$ cat config.mk
export PLATFORM = sky130hd
export DESIGN_NAME = bcd_adder_sched
export DESIGN_NICKNAME = d
export VERILOG_FILES = /design/src/rtl/bcd_adder_sched.sv
export SDC_FILE = /design/constraint.sdc
export NUM_CORES = 1
export LEC_CHECK = 0
export CORE_ASPECT_RATIO = 1.5
export CORE_MARGIN = 8
export CORE_UTILIZATION = 35
export DETAILED_ROUTE_END_ITERATION = 16
export GPL_TIMING_DRIVEN = 0
export PLACE_DENSITY = 0.69
export SETUP_SLACK_MARGIN = 0.02
export SYNTH_ARGS = -nofsm -noshare
export SYNTH_HDL_FRONTEND = slang
export SYNTH_SLANG_ARGS = --single-unit
$ cat constraint.sdc
create_clock -name clk -period 2.5 [get_ports clk]
set_clock_uncertainty 0.2 [all_clocks]
set_input_delay 0.25 -clock clk [delete_from_list [all_inputs] [get_ports clk]]
set_output_delay 0.25 -clock clk [all_outputs]
set_load 0.01 [all_outputs]
$ cat src/rtl/bcd_adder_sched.sv
// bcd_adder_sched
// Round-robin scheduler that shares one 3-digit BCD adder between two
// requesters. It validates and registers the granted requester's operands
// and drives the adder through load, start and wait. It then returns the
// 4-digit sum with a one-cycle done pulse. Invalid BCD operands and adder
// timeouts are reported through err, which pulses together with done.
//
// Ports:
//   clk, rst_n            clock (rising edge), async active-low reset
//   req0/req1             request levels, held until the matching done
//   opa0/opb0, opa1/opb1  packed 3-digit BCD operands, sampled at grant
//   done0/done1           one-cycle completion pulse to the granted side
//   err                   failure flag, coincident with done
//   result                4-digit BCD sum, held after done
//   gnt                   one-hot grant, high from grant through DONE
//   busy                  high whenever the scheduler is not idle
//   add_a/add_b           registered operands to the adder
//   add_load, add_start   adder load / start_conv strobes
//   add_ready, add_sum    adder ready flag and 4-digit sum
module bcd_adder_sched #(
    parameter int unsigned TIMEOUT = 64
) (
    input  logic        clk,
    input  logic        rst_n,
    input  logic        req0,
    input  logic        req1,
    input  logic [11:0] opa0,
    input  logic [11:0] opb0,
    input  logic [11:0] opa1,
    input  logic [11:0] opb1,
    output logic        done0,
    output logic        done1,
    output logic        err,
    output logic [15:0] result,
    output logic [1:0]  gnt,
    output logic        busy,
    output logic [11:0] add_a,
    output logic [11:0] add_b,
    output logic        add_load,
    output logic        add_start,
    input  logic        add_ready,
    input  logic [15:0] add_sum
);

    localparam int unsigned CW = $clog2(TIMEOUT + 1);

    typedef enum logic [2:0] {
        S_IDLE,
        S_LOAD,
        S_START,
        S_WAIT,
        S_DONE
    } state_t;

    state_t          state, state_d;
    logic            ptr, ptr_d;
    logic [CW-1:0]   cnt, cnt_d;
    logic [1:0]      gnt_d;
    logic            busy_d;
    logic            done0_d, done1_d, err_d;
    logic            add_load_d, add_start_d;
    logic [11:0]     add_a_d, add_b_d;
    logic [15:0]     result_d;

    logic            sel;
    logic [11:0]     sel_a, sel_b;

    // True when every nibble is a decimal digit.
    function automatic logic bcd_ok(input logic [11:0] v);
        logic ok;
        ok = 1'b1;
        for (int unsigned i = 0; i < 3; i++) begin
            if (v[4*i +: 4] > 4'd9) ok = 1'b0;
        end
        return ok;
    endfunction

    // A lone request wins outright; ptr only arbitrates a tie.
    assign sel   = (req0 && req1) ? ptr : req1;
    assign sel_a = sel ? opa1 : opa0;
    assign sel_b = sel ? opb1 : opb0;

    always_comb begin
        state_d     = state;
        ptr_d       = ptr;
        cnt_d       = cnt;
        gnt_d       = gnt;
        add_a_d     = add_a;
        add_b_d     = add_b;
        result_d    = result;
        done0_d     = 1'b0;
        done1_d     = 1'b0;
        err_d       = 1'b0;
        add_load_d  = 1'b0;
        add_start_d = 1'b0;

        case (state)
            S_IDLE: begin
                if (req0 || req1) begin
                    gnt_d   = sel ? 2'b10 : 2'b01;
                    add_a_d = sel_a;
                    add_b_d = sel_b;
                    if (bcd_ok(sel_a) && bcd_ok(sel_b)) begin
                        state_d    = S_LOAD;
                        add_load_d = 1'b1;
                    end else begin
                        state_d  = S_DONE;
                        err_d    = 1'b1;
                        result_d = '0;
                        done0_d  = ~sel;
                        done1_d  = sel;
                    end
                end
            end
            S_LOAD: begin
                state_d     = S_START;
                add_start_d = 1'b1;
            end
            S_START: begin
                state_d = S_WAIT;
                cnt_d   = '0;
            end
            S_WAIT: begin
                cnt_d = cnt + CW'(1);
                // cnt == 0 is the first WAIT cycle, where ready may be stale.
                if ((cnt != '0) && add_ready) begin
                    state_d  = S_DONE;
                    result_d = add_sum;
                    done0_d  = gnt[0];
                    done1_d  = gnt[1];
                end else if (cnt == CW'(TIMEOUT - 1)) begin
                    state_d  = S_DONE;
                    err_d    = 1'b1;
                    result_d = '0;
                    done0_d  = gnt[0];
                    done1_d  = gnt[1];
                end
            end
            S_DONE: begin
                state_d = S_IDLE;
                gnt_d   = '0;
                ptr_d   = gnt[0];
            end
            default: begin
                state_d = S_IDLE;
            end
        endcase

        busy_d = (state_d != S_IDLE);
    end

    always_ff @(posedge clk or negedge rst_n) begin
        if (!rst_n) begin
            state     <= S_IDLE;
            ptr       <= 1'b0;
            cnt       <= '0;
            gnt       <= '0;
            busy      <= 1'b0;
            done0     <= 1'b0;
            done1     <= 1'b0;
            err       <= 1'b0;
            add_load  <= 1'b0;
            add_start <= 1'b0;
            add_a     <= '0;
            add_b     <= '0;
            result    <= '0;
        end else begin
            state     <= state_d;
            ptr       <= ptr_d;
            cnt       <= cnt_d;
            gnt       <= gnt_d;
            busy      <= busy_d;
            done0     <= done0_d;
            done1     <= done1_d;
            err       <= err_d;
            add_load  <= add_load_d;
            add_start <= add_start_d;
            add_a     <= add_a_d;
            add_b     <= add_b_d;
            result    <= result_d;
        end
    end

endmodule

==> results.ini <==
[final_layout]
syn_to_final_growth_pct = 63.3
antennaDiodeCount = 0
fin_cells = 504
fin_util_pct = 58.3
final_common_cell = clkdlybuf4s50_1
layout_common_cells = clkdlybuf4s50_1, dfrtp_1, nand2_1, o21ai_0, mux2i_1
nNetsFinal = 468
layout-drive-gt1-share_pct = 12.9

[setup_path]
crit_fanout = 5
crit_type = reg2reg
r2r_cells = 9
r2r_slack_ns = 0.13
crit_start = cnt[0]$_DFFE_PN0P_
critPathArrivalTime_ns = 2.44
endpoint = result[11]$_DFFE_PN0P_
cp-start-kind = register
crit_path_max_incr_delay_ns = 0.49
crit_path_end_kind = register
worstReg2RegStart = cnt[0]$_DFFE_PN0P_
slowest_stage = or4b_4
worst_path_most_repeated_cell = buf_4
r2r-end = result[11]$_DFFE_PN0P_
critPathRequiredTime_ns = 2.56
crit_chain = inv_1 -> ha_1 -> or4b_4 -> o31ai_4 -> a21oi_4 -> a211oi_4 -> buf_4 -> buf_4 -> a22o_2

[routing]
antenna_left = 0
viasPerCell = 4.94
wirelength_mm = 8.65
vias = 2491
drcViolationCount = 0
wl_met1_mm = 3.27
dr_wl_met2_mm = 4.33
wire_per_inst_um = 17.2
topRoutingLayerUsed = met4
drt_iter0_drc = 104
wl_met3_um = 774
firstDrtPassIters = 4

[synthesis]
ys_seq_area_share_pct = 55.0
synth.ff_latch_count = 59
synth_edf_count = 0
syn_nets = 331
synth_top_area_cell = dfrtp_1
yosys_warnings = 0
yosysTopAreaCellShare_pct = 55.0
post_synth_num_cell_types = 33
avgSynthCellArea_um2 = 10.3
synth.area.top_cells = dfrtp_1, o21ai_0, mux2i_1, nand2_1, a22o_2
synthCells = 260
postSynth.asyncResetShare_pct = 100
synth_ff_type = dfrtp_1
synth_area_um2 = 2680

[sta]
fmax_ghz = 0.421
rsz0062_at_grt = false
relSlewSlack_pct = 52.8
finalCritPeriodShare_pct = 94.9
finalSetupViolCount = 0
period_needed_ns = 2.37
holdWs_ns = 0.218
tightest_slew_ns = 0.708
hold_viol_final = 0
drv_slew = 0

[grt]
antenna_found_initial = 0
grt_max_degree = 42
track_usage_pct = 16.4
grt-ovfl-total = 0
grt_pass1_wl_mm = 13.5
grt_pass1_vias = 2745

[clock_tree]
cts_buffers = 9
htreeDepth = 3
cts_root_buf = clkbuf_16
clock_latency_ns = 0.32
clk_pin_slew_worst_paths_ns = 0.05
cts_tree = done
clock_sinks = 59
clockBufferDepth = 2

[pwr]
powerDensity_nw_per_um2 = 984
design_power_total_w = 0.00431
leakagePower_nw = 1.91
ir_worst_vdd_mv = 0.434

[status]
status = completed

[job]
drv_cap = 0

[worst_hold_path]
hold_path.class = in2async

[placed_design]
dp_hpwl_mm = 6.60
dp_cells = 479
routabilityCongestion = 0.804
numPortBuffers = 116

[floorplan]
start_util_pct = 35.7
die_x_um = 87.5
coreArea_um2 = 7510
ios = 117
fp-row-count = 39
die-area_um2 = 10800
die_h_um = 123

-- metal layers --
layer	vias up	global-route usage (%)
li1	1199	-
met1	1168	16.5
met2	105	28.6
met3	19	6.32
met4	0	8.54
met5	-	0
-- power by group --
group	switching [W]	internal [W]	leakage [nW]
Clock	0.000396	0.000796	0.141
Sequential	0.000151	0.00123	0.772
Combinational	0.000864	0.000871	0.993
-- cell usage after synthesis (3+ instances only) --
cell       n
nand2_1   47
clkbuf_1  10
dfrtp_1   59
a21oi_1    4
o21ai_0   41
nand4_1    3
a22o_2    16
inv_1      6
nor2_1    11
mux2i_1   20
nand3_1   15
-- flip-flops by register name, indices dropped and copies added, names as in the netlist --
name,flops
add_load,1
done0,1
add_a,12
state,3
busy,1
add_b,12
cnt,7
result,16
done1,1
err,1
add_start,1
ptr,1
gnt,2
-- cell type report --
class	count	area, um^2
timing repair buffer	127	1260
multi-input combinational	183	1160
inverter	6	22.5
fill	686	3130
sequential	59	1480
buffer	11	50.0
clock inverter	2	35.0
clock buffer	14	254
tap	102	128
-- cells by family (layout without fill, tap and decap cells) --
kind of cell / Yosys count / in the layout / synth area share, %
and+or+nand+nor: 86 / 86 / 14.3
AOI/OAI and AO/OA: 74 / 74 / 19.1
buffers and inverters: 18 / 160 / 2.80
muxes: 21 / 21 / 7.88
DFF: 59 / 59 / 55.0
adders and majority gates: 2 / 2 / 0.933
-- worst min path at each step --
stage                            end  slack [ns]  depth (start not counted)
5_1_grt        add_b[11]$_DFFE_PN0P_        0.27                          2
3_3_place_gp         ptr$_DFFE_PN0P_        0.26                          2
6_report       add_b[11]$_DFFE_PN0P_        0.22                          2
2_1_floorplan   add_a[0]$_DFFE_PN0P_       -0.25                          0
3_5_place_dp    add_b[9]$_DFFE_PN0P_        0.03                          1
4_1_cts         add_b[9]$_DFFE_PN0P_        0.23                          2
-- critical path, delay by kind of cell (launching register included) --
family / cells / cell delay, ns
AOI/OAI and AO/OA: 4 / 0.71
adders and majority gates: 1 / 0.16
buffers and inverters: 3 / 0.37
DFF: 1 / 0.38
and+or+nand+nor: 1 / 0.49
-- timing repair --
action / 4_1_cts / 5_1_grt
pin swaps: 3 / 3
setup endpoints to repair: 11 / 17
setup buffers: 7 / 1
gates cloned: 1 / 0
hold endpoints to repair: 18 / 0
hold buffers: 1 / 0
resized for setup: 4 / 5
-- stage by stage --
stage	cell area, um^2	worst slack, ns	TNS, ns
2_1_floorplan	2680	0.249	0
3_3_place_gp	3970	-0.917	-56.97
3_5_place_dp	3990	-0.289	-3.92
4_1_cts	4360	0.00890	0
5_1_grt	4380	0.0161	0
6_report	4380	0.126	0
(Power assumes the default switching activity.)
